`config.mk`:
```
export PLATFORM = sky130hd
export DESIGN_NAME = ir_code_queue
export DESIGN_NICKNAME = d
export VERILOG_FILES = /design/src/rtl/ir_code_queue.sv
export SDC_FILE = /design/constraint.sdc
export NUM_CORES = 1
export LEC_CHECK = 0
export BUFFER_PORTS_ARGS = -buffer_cell sky130_fd_sc_hd__buf_2
export CAP_MARGIN = 20
export CORE_UTILIZATION = 60
export DETAILED_ROUTE_END_ITERATION = 6
export PLACE_DENSITY = 0.89
export SYNTH_ARGS = -nofsm -noshare
export SYNTH_HDL_FRONTEND = slang
export SYNTH_SLANG_ARGS = --single-unit
```
`constraint.sdc`:
```
create_clock -name clk -period 6.1 [get_ports clk]
set_clock_uncertainty 0.05 [all_clocks]
set_input_delay 0.305 -clock clk [delete_from_list [all_inputs] [get_ports clk]]
set_output_delay 0.305 -clock clk [all_outputs]
set_load 0.01 [all_outputs]
```
`src/rtl/ir_code_queue.sv`:
```
`default_nettype none
// ============================================================================
// Module   : ir_code_queue
// Desc     : IR frame capture, cmd/~cmd check, optional repeat filter
//            (IR_REPEAT_FILTER_EN) and a CPU-side code FIFO with level irq.
// Revision : 1.0 - initial release
// ============================================================================
module ir_code_queue #(
  parameter int DEPTH        = 8,
  parameter int REPEAT_TICKS = 5400000
) (
  input  logic        clk,
  input  logic        reset,
  input  logic        rx_ready,
  input  logic [31:0] rx_data,
  output logic        rx_read,
  input  logic        s_cs_n,
  input  logic [1:0]  s_address,
  input  logic        s_read,
  input  logic        s_write,
  input  logic [31:0] s_writedata,
  output logic [31:0] s_readdata,
  output logic        irq
);

  localparam int AW = $clog2(DEPTH);
  localparam logic [AW:0] FULL_CNT = DEPTH[AW:0];

  localparam logic [2:0] ST_IDLE   = 3'd0;
  localparam logic [2:0] ST_LATCH  = 3'd1;
  localparam logic [2:0] ST_CHECK  = 3'd2;
  localparam logic [2:0] ST_FILTER = 3'd3;
  localparam logic [2:0] ST_PUSH   = 3'd4;

  logic [2:0]    state_q, state_d;
  logic          rx_ready_q;
  logic          rx_read_q;
  logic [31:0]   frame_q;
  logic [31:0]   mem_q [DEPTH];
  logic [AW-1:0] wr_ptr_q, rd_ptr_q;
  logic [AW:0]   count_q;
  logic          ovf_q;
  logic [15:0]   drop_q;
  logic          irq_en_q;
  logic          irq_q;
  logic [31:0]   rdata_q;

  logic rd_acc, wr_acc, ctrl_wr, flush, clr;
  logic empty, full, pop, push, ovf_evt, drop_evt;
  logic frame_ok, is_repeat;

  assign rd_acc   = ~s_cs_n & s_read;
  assign wr_acc   = ~s_cs_n & s_write;
  assign ctrl_wr  = wr_acc & (s_address == 2'd2);
  assign flush    = ctrl_wr & s_writedata[1];
  assign clr      = ctrl_wr & s_writedata[2];
  assign empty    = (count_q == '0);
  assign full     = (count_q == FULL_CNT);
  assign frame_ok = (frame_q[31:24] == ~frame_q[23:16]);

  // Flush overrides everything queued this cycle, including a pending push.
  assign pop      = rd_acc & (s_address == 2'd0) & ~empty & ~flush;
  assign push     = (state_q == ST_PUSH) & (~full | pop) & ~flush;
  assign ovf_evt  = (state_q == ST_PUSH) & full & ~pop & ~flush;
  assign drop_evt = ((state_q == ST_CHECK) & ~frame_ok) | ovf_evt;

  wire unused_wdata = ^s_writedata[31:3];

`ifdef IR_REPEAT_FILTER_EN
  logic [23:0] timer_q;
  logic [31:0] last_q;

  assign is_repeat = (frame_q == last_q) && (timer_q != 24'd0);

  // Every valid frame restarts the hold window, whether it is kept or not.
  always_ff @(posedge clk or posedge reset) begin
    if (reset) begin
      timer_q <= '0;
      last_q  <= '0;
    end else if (state_q == ST_FILTER) begin
      timer_q <= 24'(REPEAT_TICKS);
      if (!is_repeat) last_q <= frame_q;
    end else if (timer_q != 24'd0) begin
      timer_q <= timer_q - 24'd1;
    end
  end
`else
  assign is_repeat = 1'b0;
  wire [23:0] unused_ticks = 24'(REPEAT_TICKS);
`endif

  always_comb begin
    state_d = state_q;
    case (state_q)
      ST_IDLE:   if (rx_ready && !rx_ready_q) state_d = ST_LATCH;
      ST_LATCH:  state_d = ST_CHECK;
      ST_CHECK:  state_d = frame_ok ? ST_FILTER : ST_IDLE;
      ST_FILTER: state_d = is_repeat ? ST_IDLE : ST_PUSH;
      ST_PUSH:   state_d = ST_IDLE;
      default:   state_d = ST_IDLE;
    endcase
  end

  always_ff @(posedge clk or posedge reset) begin
    if (reset) begin
      state_q    <= ST_IDLE;
      rx_ready_q <= 1'b0;
      rx_read_q  <= 1'b0;
      frame_q    <= '0;
    end else begin
      state_q    <= state_d;
      rx_ready_q <= rx_ready;
      rx_read_q  <= (state_q == ST_LATCH);
      if (state_q == ST_LATCH) frame_q <= rx_data;
    end
  end

  always_ff @(posedge clk) begin
    if (push) mem_q[wr_ptr_q] <= frame_q;
  end

  always_ff @(posedge clk or posedge reset) begin
    if (reset) begin
      wr_ptr_q <= '0;
      rd_ptr_q <= '0;
      count_q  <= '0;
    end else if (flush) begin
      wr_ptr_q <= '0;
      rd_ptr_q <= '0;
      count_q  <= '0;
    end else begin
      if (push) wr_ptr_q <= wr_ptr_q + 1'b1;
      if (pop)  rd_ptr_q <= rd_ptr_q + 1'b1;
      case ({push, pop})
        2'b10:   count_q <= count_q + 1'b1;
        2'b01:   count_q <= count_q - 1'b1;
        default: count_q <= count_q;
      endcase
    end
  end

  always_ff @(posedge clk or posedge reset) begin
    if (reset) begin
      ovf_q    <= 1'b0;
      drop_q   <= '0;
      irq_en_q <= 1'b0;
      irq_q    <= 1'b0;
    end else begin
      if (clr) begin
        ovf_q  <= 1'b0;
        drop_q <= '0;
      end else begin
        if (ovf_evt) ovf_q <= 1'b1;
        if (drop_evt && (drop_q != 16'hFFFF)) drop_q <= drop_q + 16'd1;
      end
      if (ctrl_wr) irq_en_q <= s_writedata[0];
      irq_q <= irq_en_q & ~empty;
    end
  end

  always_ff @(posedge clk or posedge reset) begin
    if (reset) begin
      rdata_q <= '0;
    end else if (rd_acc) begin
      case (s_address)
        2'd0:    rdata_q <= empty ? 32'd0 : mem_q[rd_ptr_q];
        2'd1:    rdata_q <= {drop_q, 8'(count_q), 5'd0, ovf_q, full, empty};
        2'd2:    rdata_q <= {31'd0, irq_en_q};
        default: rdata_q <= 32'd0;
      endcase
    end
  end

  assign rx_read    = rx_read_q;
  assign irq        = irq_q;
  assign s_readdata = rdata_q;

endmodule
`default_nettype wire

```
# After elaboration in Yosys (flattened, before gate mapping)
# Memory sizes are Yosys's and may differ from the RTL's.
# Index checks and enable logic that the tools add are counted.
[totals]
out_inout_bits = 34
elab_cells = 82
ram_bits = 256
mem_count = 1
in_bits = 72
register_bits = 98
[op_classes]
eq_ne = 12
bitwise_logic = 24
n_reduce_logical = 11
addsub = 5
mux = 17
[mem_list]
columns = ["memory", "depth", "word_bits", "read_ports", "rd_ports_with_merged_regs", "wr", "line_no", "text"]
rows = [
  ["mem_q", 8, 32, 1, 0, 1, "39", "logic [31:0] mem_q [DEPTH];"],
]
[ops]
columns = ["cell", "count"]
rows = [
  ["32-bit case mux with 3 select lines", 1],
  ["16-bit two-way mux", 2],
  ["32-bit two-way mux", 1],
  ["16-bit by 1-bit adder with 16-bit output (second input constant)", 1],
  ["16-bit inequality test (second input constant)", 1],
  ["1-bit bitwise AND", 15],
  ["3-bit two-way mux", 5],
  ["3-bit case mux with 4 select lines", 1],
  ["8-bit equality test", 1],
  ["8-bit NOT", 1],
  ["4-bit case mux with 2 select lines", 1],
  ["2-bit nonzero test", 4],
  ["3-bit by 1-bit adder with 3-bit output (second input constant)", 2],
  ["3-bit by 2-bit equality test with 1-bit output (second input constant)", 2],
  ["1-bit NOT", 6],
  ["4-bit by 1-bit adder with 4-bit output (second input constant)", 1],
  ["2-bit by 1-bit equality test with 1-bit output (second input constant)", 2],
  ["2-bit equality test (second input constant)", 2],
  ["4-bit equality test (second input constant)", 1],
  ["4-bit zero test", 1],
  ["1-bit two-way mux", 4],
  ["4-bit two-way mux", 1],
  ["4-bit by 1-bit subtractor with 4-bit output (second input constant)", 1],
  ["3-bit by 1-bit equality test with 1-bit output (second input constant)", 1],
  ["other kinds (9)", 11],
]

# Longest topological paths before layout
[logic_depth]
ltp_word = 13
ltp_mapped = 10
mapped_depth_nobuf = 9

# Least setup slack after synthesis
# No wires, ideal clock.
[synth_timing]
path_kind = "input -> register"
from = "in s_cs_n"
to = "mem mem_q[1][0], enable pin"
setup_slack_ns = 1.630
setup_time_ns = 0.461
stages = 7
n_path_buf = 2
t_required_ns = 5.589
t_arrival_ns = 3.959
cell_sequence = "nand2b_1 -> clkbuf_1 -> or4_1 -> buf_4 -> a21oi_1 -> nand3_1 -> nor3_1"
[synth_between]
elab_chain_cells = 11
elab_cells_between_ends = 14
cone_classes = "mux: 2; bitwise: 12"
[synth_rtl]
columns = ["item", "line_no", "text"]
rows = [
  ["start, declared", "17", "input logic s_cs_n,"],
  ["1-bit NOT (*)", "52, 53", ""],
  ["1-bit bitwise AND", "53", "assign wr_acc = ~s_cs_n & s_write;"],
  ["1-bit bitwise AND", "54", "assign ctrl_wr = wr_acc & (s_address == 2'd2);"],
  ["1-bit bitwise AND", "55", "assign flush = ctrl_wr & s_writedata[1];"],
  ["1-bit NOT", "62, 63", ""],
  ["1-bit bitwise AND", "62", "assign pop = rd_acc & (s_address == 2'd0) & ~empty & ~flush;"],
  ["1-bit OR", "63", "assign push = (state_q == ST_PUSH) & (~full | pop) & ~flush;"],
  ["1-bit bitwise AND", "63", ""],
  ["1-bit bitwise AND (*)", "63", ""],
  ["1-bit two-way mux (*)", "119", "if (push) mem_q[wr_ptr_q] <= frame_q;"],
  ["1-bit two-way mux (implied by the code) (*)", "119", ""],
  ["end, declared", "39", ""],
]
# Every way passes the cells marked *; elsewhere a longest branch is shown, timed or not.

# Worst setup path in the final report
[layout_timing]
from = "in s_cs_n"
to = "mem mem_q[6][18], enable pin"
# The elaborated chain is that of the path after synthesis.

==> metrics <==
outcome=finished clean; DR iter-0 viols=about 730; Max Cap Viol=0; register bit total from synthesis=approximately 350; post-DP HPWL=16.5 mm; Setup CP Type=in -> reg; sequential-to-total area share from yosys stat=0.723; VDD IR max=between 0.0002 and 0.00025 V; Required @ worst endpoint=between 6000 and 7000 ps; gr ovfl total=0; htree depth=2; Mapped Nets=approximately 880; area post-placement=0.0147 mm2; simple-gate share of the synthesized area=0.0557; Fill cells=between 1,000 and 1,500; Routed WL=around 32 mm; final instance area=around 0.016 mm2; # diodes=0; worst path cell trace=buf_2 -> nand2b_2 -> or4_1 -> a21oi_1 -> nand3b_1 -> nor2_4; DR DRC count=0; standard-cell rows=55; deepest clock path buffer count=3; Hold Vio Cnt, Final=0; Total Routing Usage GR=0.271; Synth Area in Adders=0.00446; top_reg_cell synth=edfxtp_1; routability congestion estimate=~0.84; Ports=approximately 110; slowest stage cell, crit path=or4_1; Worst Hold Class=in -> reg; reg2reg start=count_q[1]; Async SR Flop Fraction=0.277; Clk Latency, worst-skew pair=approximately 530 ps; die height=between 150 and 200 um; initial core utilization=0.615; final setup fails=0; CTS tree=yes; Worst setup EP type=flip-flop; slew at the pin closest to its max-slew limit=~1100 ps; final net count=~1,000; via count=7,881; Hold Crit Start=s_writedata[1]; ANT nets after route=0; Avg Cell Area, Syn=17.5 um2; via/cell ratio=roughly 6.2; Final Critical Period=roughly 4100 ps; leakage=between 5 and 6 nW; Hold Path Stages=3; first-pass iteration count of the detailed router=5; YS warnings=0; largest net degree at the start of global routing=70; top cells by area, synth=edfxtp_1 (55%), dfrtp_1 (17%), mux4_2 (10%), mux2_2 (2.7%), mux2i_1 (2.4%); Netlist cell types=between 40 and 50; area leader, netlist=edfxtp_1; CTS Sinks=354; mux contribution to synthesized area=0.154; register area=around 0.010 mm2; Reg clk slew, reported paths=approximately 60 ps; f_max=0.242 GHz; vias in the first global route=~8,000; CP arrival=approximately 4200 ps; Core Area=0.0228 mm2; DIE AREA=between 0.02 and 0.025 mm2; Setup TNS=0 ps; clk root buf=clkbuf_16; first-pass GRT wire length=47.5 mm; worst-path fanout max=53; initial antenna violation count=0; max_slew headroom=0.243; FF-to-FF path depth=5; Area Growth Syn to Fin=16.6%; Syn Std Cell Area=0.0140 mm2; largest family of logic cells by synthesized area=multiplexers; reg2reg setup slack=roughly 2200 ps; multi-input logic area=between 0.003 and 0.004 mm2; Die Width=approximately 150 um; Compound-Gate Fraction of Synth Area=0.0398; crit share post-route=0.677; RSZ-0062 raised after global routing=no; Max Slew Vio Count=0; XOR/XNOR Fraction of Synth Area=0.00937; number of port buffers=76; reg2reg end=mem_q[6][18]; pwr dens=414 mW/mm2; CTS buffer count=36; crit start category=primary input; post-synth top area share=0.548; post-synthesis instance total=800; slowest cell delay on critical path=approximately 1100 ps; number of synthesized flops with an enable pin=around 260; Routed WL per cell=between 20 and 30 um; Hold Path Sink=rd_ptr_q[2]; cts repair resizes=0; setup bufs post-CTS=0; layout cells sized above 1=0.273
[where the power goes]
group / switching [mW] / total [mW] / internal, mW / leakage [nW]
Clock: 0.909 / 2.16 / 1.25 / 0.567
Combinational: 0.599 / 1.26 / 0.665 / 1.66
Sequential: 0.430 / 3.34 / 2.91 / 3.54
Total: 1.94 / 6.76 / 4.83 / 5.77
[timing repair]
action	4_1_cts	5_1_grt
endpoints found under the hold margin	62	1
hold buffers	34	1
setup endpoints to repair	0	0
[worst max-delay path by stage]
stage / startpoint / end / slack [ps] / cells past startpoint
4_1_cts: s_cs_n / mem_q[3][0] / 1990 / 6
5_1_grt: s_cs_n / mem_q[7][22] / 1830 / 6
2_1_floorplan: s_cs_n / mem_q[1][0] / 1630 / 7
6_report: s_cs_n / mem_q[6][18] / 1970 / 6
3_3_place_gp: s_cs_n / mem_q[3][17] / 1720 / 6
3_5_place_dp: s_cs_n / mem_q[3][18] / 1570 / 6
[cell usage after synthesis (8+ instances only)]
cell type  instances
mux2i_1           33
nor2_1            36
nand2_1           52
dfrtp_1           98
or3_1              8
mux4_2            64
nand3_1           10
xor2_1            12
o21ai_0           45
edfxtp_1         256
mux2_2            34
clkbuf_1          28
a21oi_1           32
[per-stage QoR]
| step | worst slack (ps) | total power [mW] | instances | util | hold WS [ps] |
|---|---|---|---|---|---|
| 2_1_floorplan | 1630 | 4.15 | 800 | - | 286 |
| 3_3_place_gp | 1720 | 4.49 | 1155 | 0.647 | 278 |
| 3_5_place_dp | 1570 | 4.56 | 1155 | 0.647 | 285 |
| 4_1_cts | 1990 | 6.74 | 1255 | 0.712 | 2.90 |
| 5_1_grt | 1830 | 7.00 | 1262 | 0.718 | 177 |
| 6_report | 1970 | 6.76 | 1262 | 0.718 | 146 |
[cells in the final DEF, fill, tap and decap left out, types with 6 or more instances in the layout]
master	netlist	routed
edfxtp_1	256	256
dfrtp_1	98	95
buf_2	7	76
mux4_2	64	64
nand2_1	52	52
o21ai_0	45	45
clkbuf_16	0	37
dlygate4sd3_1	0	35
mux2_2	34	34
mux2i_1	33	33
a21oi_1	32	32
nor2_1	36	30
xor2_1	12	12
nand3_1	10	10
clkbuf_1	28	10
or3_1	8	8
buf_4	1	8
clkinv_2	0	7
nand2b_1	7	6
a22o_1	6	6
nand4_1	6	6
and3_1	6	6
nor2_4	0	6
[critical path: cells and delay by family]
| kind | cells | cell delay, ps |
|---|---|---|
| compound gates | 1 | 590 |
| buf+inv | 1 | 100 |
| simple gates | 4 | 3180 |
[sequential cells by signal (all words and copies together) (netlist names)]
name / cells
irq_en_q: 1
rx_ready_q: 1
drop_q: 16
state_q: 3
irq: 1
s_readdata: 32
mem_q: 256
rx_read: 1
frame_q: 32
wr_ptr_q: 3
ovf_q: 1
count_q: 4
rd_ptr_q: 3
[area by class of cell]
type,count,share of cell area
clock inverter,15,0.00781
timing repair buffer,124,0.0550
clock buffer,51,0.0623
sequential,354,0.621
multi-input combinational,402,0.229
tap,313,0.0240
inverter,3,0.000842
[cell families (layout without fill, tap and decap cells)]
group                      count (synthesis)  in the layout
AOI/OAI and AO/OA                         99             99
DFF                                      354            354
muxes                                    131            131
xor gates and xnor gates                  15             15
and+or+nand+nor                          152            152
adders and majority gates                  5              5
buffers and inverters                     44            193
[metal layers]
| metal | routed length [um] | global-route usage | share of wire |
|---|---|---|---|
| met3 | 2300 | 0.0468 | 0.073 |
| met1 | 12100 | 0.361 | 0.38 |
| met2 | 16400 | 0.449 | 0.52 |
| met5 | 0 | 0 | 0 |
| met4 | 958 | 0.110 | 0.030 |
Note: power is estimated with default switching activity, not from simulation.
